**src/rtl/strob_gen_if.sv**
```systemverilog
// Bundles the microcycle request inputs and the phase strobe/status outputs of strob_gen.
// The master side drives the requests and the bus answer; the slave side drives the strobes.
interface strob_gen_if;
  logic start;
  logic sl;
  logic wm;
  logic stop;
  logic ok;
  logic strob1;
  logic strob1b;
  logic strob2;
  logic strob2b;
  logic as2;
  logic got;
  logic busy;
  logic alarm;
  logic done;

  modport master (
    output start, sl, wm, stop, ok,
    input  strob1, strob1b, strob2, strob2b, as2, got, busy, alarm, done
  );

  modport slave (
    input  start, sl, wm, stop, ok,
    output strob1, strob1b, strob2, strob2b, as2, got, busy, alarm, done
  );
endinterface

```
**src/rtl/strob_gen.sv**
```systemverilog
// Microcycle strobe sequencer: strob1/strob1b, an optional wait for the system-bus answer, then strob2/strob2b.
// A start accepted at edge k gives strob1 in cycle k+1. A running cycle cannot be aborted except by clm.
module strob_gen #(
  parameter logic [7:0] TIMEOUT = 8'd200
) (
  input  logic         clk_sys,
  input  logic         clm,
  strob_gen_if.slave   bus
);

  typedef enum logic [2:0] {
    IDLE = 3'd0,
    S1   = 3'd1,
    S1B  = 3'd2,
    WAIT = 3'd3,
    GOT  = 3'd4,
    S2   = 3'd5,
    S2B  = 3'd6
  } state_t;

  state_t     state, state_nxt;
  logic       long_r, long_nxt;
  logic       wm_r, wm_nxt;
  logic [7:0] wait_cnt, wait_cnt_nxt;
  logic       done_r, done_nxt;
  logic       alarm_r, alarm_nxt;
  logic       timeout;

  // The cycle in which the counter would reach TIMEOUT is the last WAIT cycle.
  assign timeout = (wait_cnt >= (TIMEOUT - 8'd1));

  always_ff @(posedge clk_sys) begin
    if (clm) begin
      state    <= IDLE;
      long_r   <= 1'b0;
      wm_r     <= 1'b0;
      wait_cnt <= 8'd0;
      done_r   <= 1'b0;
      alarm_r  <= 1'b0;
    end else begin
      state    <= state_nxt;
      long_r   <= long_nxt;
      wm_r     <= wm_nxt;
      wait_cnt <= wait_cnt_nxt;
      done_r   <= done_nxt;
      alarm_r  <= alarm_nxt;
    end
  end

  always_comb begin
    state_nxt    = state;
    long_nxt     = long_r;
    wm_nxt       = wm_r;
    wait_cnt_nxt = wait_cnt;
    done_nxt     = 1'b0;
    alarm_nxt    = 1'b0;
    case (state)
      IDLE: begin
        if (bus.start && !bus.stop) begin
          state_nxt = S1;
          long_nxt  = bus.sl;
          wm_nxt    = bus.wm;
        end
      end
      S1: state_nxt = S1B;
      S1B: begin
        if (wm_r) begin
          state_nxt    = WAIT;
          wait_cnt_nxt = 8'd0;
        end else if (long_r) begin
          state_nxt = GOT;
        end else begin
          state_nxt = IDLE;
          done_nxt  = 1'b1;
        end
      end
      WAIT: begin
        // ok has priority: a timeout in the same cycle raises no alarm.
        if (bus.ok || timeout) begin
          alarm_nxt = !bus.ok;
          if (long_r) begin
            state_nxt = GOT;
          end else begin
            state_nxt = IDLE;
            done_nxt  = 1'b1;
          end
        end else if (wait_cnt != 8'hFF) begin
          wait_cnt_nxt = wait_cnt + 8'd1;
        end
      end
      GOT: state_nxt = S2;
      S2:  state_nxt = S2B;
      S2B: begin
        state_nxt = IDLE;
        done_nxt  = 1'b1;
      end
      default: state_nxt = IDLE;
    endcase
  end

  assign bus.strob1  = (state == S1);
  assign bus.strob1b = (state == S1B);
  assign bus.strob2  = (state == S2);
  assign bus.strob2b = (state == S2B);
  assign bus.got     = (state == GOT);
  assign bus.as2     = (state == GOT) || (state == S2) || (state == S2B);
  assign bus.busy    = (state != IDLE);
  assign bus.done    = done_r;
  assign bus.alarm   = alarm_r;

endmodule

```
**src/flat_wrapper.sv**
```systemverilog
// flat-port wrapper written by rule: the top's interface ports become plain ports
module strob_gen_flat 
#(
  parameter logic [7:0] TIMEOUT = 8'd200
)
  (clk_sys, clm, bus_start, bus_sl, bus_wm, bus_stop, bus_ok, bus_strob1, bus_strob1b, bus_strob2, bus_strob2b, bus_as2, bus_got, bus_busy, bus_alarm, bus_done);
  strob_gen_if bus_i ();
  input  logic clk_sys;
  input  logic clm;
  input wire logic [$bits(bus_i.start)-1:0] bus_start;
  input wire logic [$bits(bus_i.sl)-1:0] bus_sl;
  input wire logic [$bits(bus_i.wm)-1:0] bus_wm;
  input wire logic [$bits(bus_i.stop)-1:0] bus_stop;
  input wire logic [$bits(bus_i.ok)-1:0] bus_ok;
  output wire logic [$bits(bus_i.strob1)-1:0] bus_strob1;
  output wire logic [$bits(bus_i.strob1b)-1:0] bus_strob1b;
  output wire logic [$bits(bus_i.strob2)-1:0] bus_strob2;
  output wire logic [$bits(bus_i.strob2b)-1:0] bus_strob2b;
  output wire logic [$bits(bus_i.as2)-1:0] bus_as2;
  output wire logic [$bits(bus_i.got)-1:0] bus_got;
  output wire logic [$bits(bus_i.busy)-1:0] bus_busy;
  output wire logic [$bits(bus_i.alarm)-1:0] bus_alarm;
  output wire logic [$bits(bus_i.done)-1:0] bus_done;
  assign bus_i.start = bus_start;
  assign bus_i.sl = bus_sl;
  assign bus_i.wm = bus_wm;
  assign bus_i.stop = bus_stop;
  assign bus_i.ok = bus_ok;
  assign bus_strob1 = bus_i.strob1;
  assign bus_strob1b = bus_i.strob1b;
  assign bus_strob2 = bus_i.strob2;
  assign bus_strob2b = bus_i.strob2b;
  assign bus_as2 = bus_i.as2;
  assign bus_got = bus_i.got;
  assign bus_busy = bus_i.busy;
  assign bus_alarm = bus_i.alarm;
  assign bus_done = bus_i.done;
  strob_gen #(.TIMEOUT(TIMEOUT)) u_core (.clk_sys(clk_sys), .clm(clm), .bus(bus_i));
endmodule
```
**config.mk**
```make
export PLATFORM = sky130hd
export DESIGN_NAME = strob_gen_flat
export DESIGN_NICKNAME = d
export VERILOG_FILES = /design/src/rtl/strob_gen_if.sv /design/src/rtl/strob_gen.sv /design/src/flat_wrapper.sv
export SDC_FILE = /design/constraint.sdc
export NUM_CORES = 1
export LEC_CHECK = 0
export BUFFER_PORTS_ARGS = -buffer_cell sky130_fd_sc_hd__buf_2
export CORE_MARGIN = 5
export CORE_UTILIZATION = 36
export DETAILED_ROUTE_END_ITERATION = 16
export PLACE_DENSITY_LB_ADDON = 0.25
export REMOVE_ABC_BUFFERS = 1
export SLEW_MARGIN = 10
export SYNTH_ARGS = -nofsm -noshare
export SYNTH_HDL_FRONTEND = slang
export SYNTH_SLANG_ARGS = --single-unit
```
**constraint.sdc**
```tcl
create_clock -name clk_sys -period 2.5 [get_ports clk_sys]
set_input_delay 0.375 -clock clk_sys [delete_from_list [all_inputs] [get_ports clk_sys]]
set_output_delay 0.375 -clock clk_sys [all_outputs]
set_load 0.005 [all_outputs]
```
# After elaboration in Yosys (flattened, before gate mapping)
# Cells that the tools add are included.
[totals]
inputBits = 7
ff_bits = 15
[op_classes]
n_addsub = 1
magnitude_cmp = 1
n_mux = 13
reduce_logical = 13
eq_ne = 12
bitwise_logic = 2
[ops]
columns = ["cell", "count"]
rows = [
  ["8-bit 2-to-1 mux", 3],
  ["3-bit case mux with 6 select lines", 1],
  ["8-bit case mux with 2 select lines", 1],
  ["3-bit 2-to-1 mux", 4],
  ["3-bit equality test, second input constant", 3],
  ["8-bit by 1-bit adder with 8-bit output, second input constant", 1],
  ["8-bit greater-or-equal comparator, second input constant", 1],
  ["2-bit by 1-bit != test with 1-bit output, second input constant", 4],
  ["8-bit != test, second input constant", 1],
  ["3-bit by 2-bit equality test with 1-bit output, second input constant", 2],
  ["2-bit AND reduction", 2],
  ["4-bit AND reduction", 1],
  ["3-bit by 1-bit equality test with 1-bit output, second input constant", 1],
  ["3-bit logical NOT", 1],
  ["1-bit logical OR", 3],
  ["1-bit 2-to-1 mux", 3],
  ["1-bit case mux with 3 select lines", 1],
  ["3-bit nonzero test", 1],
  ["3-bit OR reduction", 1],
  ["1-bit logical NOT", 2],
  ["2-bit != test, second input constant", 1],
  ["1-bit NOT", 2],
  ["2-bit nonzero test", 1],
  ["1-bit logical AND", 1],
]

# Longest topological paths before layout
[logic_depth]
depth_word = 4
depth_mapped = 6
depth_no_buf = 5

# Worst setup path before layout
# Ideal clock, no wire load.
[synth_path]
path_type = "flip-flop to flip-flop"
startpoint = "register u_core.wait_cnt[0]"
endpoint = "register u_core.wait_cnt[7]"
stages_incl_launch_ff = 7
path_buffers = 1
required_time_ps = 2385
arrival_ps = 1388
path_slack_ps = 997
path_cell_list = "dfxtp_1 ha_1 nand2_1 a211oi_1 buf_2 nor4_1 o21a_1"
[synth_via]
elab_chain_cells = 4
[synth_lines]
columns = ["element", "line", "text"]
rows = [
  ["from (decl)", "strob_gen.sv:24", "logic [7:0] wait_cnt, wait_cnt_nxt;"],
  ["from (signal assigned)", "strob_gen.sv:44", "wait_cnt <= wait_cnt_nxt;"],
  ["8-bit by 1-bit adder with 8-bit output or 8-bit greater-or-equal comparator (tied branches)", "strob_gen.sv:88, strob_gen.sv:30", ""],
  ["8-bit 2-to-1 mux or 1-bit logical OR (tied branches)", "strob_gen.sv:87, strob_gen.sv:79", ""],
  ["8-bit 2-to-1 mux or 2-bit != test (tied branches)", "n/a", ""],
  ["8-bit case mux with 2 select lines or 4-bit AND reduction (tied branches)", "n/a", ""],
]
# Parallel ways exist; a longest one is shown, timed or not. The select of a mux whose other input is x is not followed.
# A chain may end at the register's enable or synchronous reset.

# Worst setup path in the final report
[layout_path]
startpoint = "register u_core.wait_cnt[3]"
endpoint = "register u_core.wait_cnt[3]"
# Same word-level chain as after synthesis.

==> impl_metrics.json <==
{
  "async_flop_share_pct": 0,
  "rows": 17,
  "rsz0062_at_grt": "no",
  "critical_path.top_delay_family": "simple AND/OR/NAND/NOR gates",
  "timing.slew.headroom_pct": 58.5,
  "drc": 0,
  "hold_viol": 0,
  "worstPathArrival_ns": 1.92,
  "start_kind": "register",
  "regToRegStartpoint": "u_core.wait_cnt[3]",
  "grt_max_degree": 14,
  "cp_slowest_cell": "or4_1",
  "path_buf_inv": 1,
  "drive_gt1_share_pct": 22.3,
  "period_share_pct": 68.0,
  "dr.pass1.iters": 4,
  "drtIter0Drc": 15,
  "fin_util_pct": 43.3,
  "yosys.cell_count.top_type": "dfxtp_1",
  "path_class": "reg2reg",
  "ys_types": 37,
  "clock_sinks": 15,
  "avgSynthCellArea_um2": 8.58,
  "skew_ns": 0.00362,
  "cts_resized": 0,
  "synth-simple-area-share_pct": 31.9,
  "holdBufCountCts": 0,
  "nFillCells": 229,
  "tightest_slew_ns": 0.623,
  "synth-xor-area-share_pct": 0,
  "routedWlPerCell_um": 12.7,
  "crit_fanout": 13,
  "cp.depth": 5,
  "ys_seq_area_share_pct": 36.5,
  "nets": 121,
  "power_density_nw_per_um2": 490,
  "ys_warn_count": 0,
  "core_area_um2": 2190,
  "cap_violations": 0,
  "crit_start": "u_core.wait_cnt[3]",
  "rrSetupSlack_ns": 0.80,
  "synth_area_leaders": "dfxtp_1 36%, mux2i_1 6.1%, a21oi_1 5.5%, nand2b_1 4.6%, nor2_1 3.2%",
  "power_leakage_nw": 0.366,
  "htreeDepth": 1,
  "die_x_um": 57.8,
  "hpwl_um": 1300,
  "grt_first_pass_wirelength_um": 3030,
  "grt_pass1_vias": 699,
  "ios": 16,
  "ys.flop_type": "dfxtp_1",
  "synth_mux_area_share_pct": 6.08,
  "end_kind": "register",
  "diodes": 0,
  "fin_crit_ns": 1.70,
  "synth_fa_ha_area_share_pct": 1.52,
  "hold_path.class": "in2reg",
  "cts_tree": "built",
  "die-area_um2": 3340,
  "routabilityCongestion": 0.896,
  "cts_root_buf": "clkbuf_4",
  "initial_core_util_pct": 37.6,
  "clockBufferDepth": 2,
  "ir_worst_vdd_mv": 0.211,
  "r2r_cells": 5,
  "routed_wirelength_um": 1780,
  "grt_use_total_pct": 11.5,
  "syn_inst": 96,
  "syn2layout_area_growth_pct": 15.2,
  "postCtsSetupBuffers": 0,
  "synth_area_um2": 823,
  "dp.cells": 136,
  "yosys-top-cells-count": "15 x dfxtp_1, 9 x a21oi_1, 7 x nor2_1, 6 x nand2_1, 6 x nand2b_1",
  "synth_top_family_by_area": "simple AND/OR/NAND/NOR gates",
  "critPathMaxStageDelay_ns": 0.50,
  "critPathCapture": "u_core.wait_cnt[3]",
  "cts_buffers": 3,
  "vias": 749,
  "grt_overflow": 0,
  "timing.fmax_mhz": 588,
  "numPortBuffers": 15,
  "fin_cells": 140,
  "antenna_found_initial": 0,
  "drv_slew": 0,
  "synth_seq_cells": 15,
  "finalSetupViolations": 0,
  "die_y_um": 57.8,
  "synth_edf_count": 0,
  "synth-compound-area-share_pct": 19.5,
  "reg2reg_to": "u_core.wait_cnt[3]",
  "viasPerCell": 5.35,
  "yosys.area.top_type": "dfxtp_1",
  "clk_pin_slew_ns": 0.09,
  "ant_nets": 0,
  "synth_top_area_share_pct": 36.5,
  "finalSetupTns_ns": 0,
  "run_status": "completed",
  "cp_cell_sequence": "nor4_4, a211oi_1, buf_4, or4_1, a21boi_1",
  "cp_data_required_time_ns": 2.72,
  "clk_latency_ns": 0.28
}
cell usage in the layout, fill, tap and decap left out, drive strengths merged, types with 3 or more instances in the layout:
cell type,Yosys,final
a21boi,3,3
a21oi,9,9
buf,3,16
clkbuf,1,4
dfxtp,15,15
inv,5,5
mux2i,5,5
nand2,6,6
nand2b,6,6
nand3,4,4
nor2,7,7
nor4,4,4
area by class of cell:
| class | instances | area, µm² | area share (%) |
|---|---|---|---|
| clock buffer | 4 | 26.3 | 2.77 |
| inverter | 5 | 18.8 | 1.98 |
| multi-input combinational | 72 | 485 | 51.2 |
| sequential | 15 | 300 | 31.7 |
| timing repair buffer | 16 | 82.6 | 8.71 |
| tap | 28 | 35.0 | 3.69 |
kinds of logic after synthesis:
group | Yosys count
AND/OR/NAND/NOR | 42
AO/OA/AOI/OAI | 24
adder cells (fa/ha/maj) | 1
multiplexers | 5
flip-flops | 15
buffers and inverters | 9
per-stage QoR:
stage,area (µm²),hold slack [ns],total power [mW],setup slack (ns)
floorplan,805,0.444,0.303,0.595
global placement,922,0.488,0.329,0.840
CTS,948,0.314,0.470,0.796
detailed placement,922,0.490,0.329,0.822
global route,948,0.323,0.486,0.674
finish,948,0.320,0.465,0.800
worst min path at each step:
stage          cells past startpoint            endpoint  slack, ns                from
3_5_place_dp                       2  u_core.wait_cnt[1]       0.49  u_core.wait_cnt[1]
4_1_cts                            2    u_core.bus.alarm       0.31              bus_ok
2_1_floorplan                      1     u_core.bus.done       0.44                 clm
6_report                           2    u_core.bus.alarm       0.32              bus_ok
3_3_place_gp                       2  u_core.wait_cnt[0]       0.49  u_core.wait_cnt[0]
5_1_grt                            2    u_core.bus.alarm       0.32              bus_ok
state kept, by name, indices dropped and copies added, names as in the netlist:
| register | count |
|---|---|
| u_core.wait_cnt | 8 |
| u_core.bus.alarm | 1 |
| u_core.wm_r | 1 |
| u_core.state | 3 |
| u_core.bus.done | 1 |
| u_core.long_r | 1 |
metal layers:
| metal | vias to the layer above | share of wire, % | track usage, % |
|---|---|---|---|
| li1 | 385 | - | - |
| met5 | - | 0 | 0 |
| met3 | 5 | 4.0 | 2.67 |
| met4 | 0 | 2.2 | 5.96 |
| met1 | 344 | 46 | 14.2 |
| met2 | 15 | 47 | 18.4 |
report_power, final:
part	switching (mW)	total [mW]	leakage, nW	internal [mW]
registers	0.0137	0.259	0.121	0.246
clock network	0.0787	0.141	0.0150	0.0620
logic	0.0355	0.0644	0.230	0.0289
total	0.128	0.465	0.366	0.337
Power figures use the tool's default switching activity.
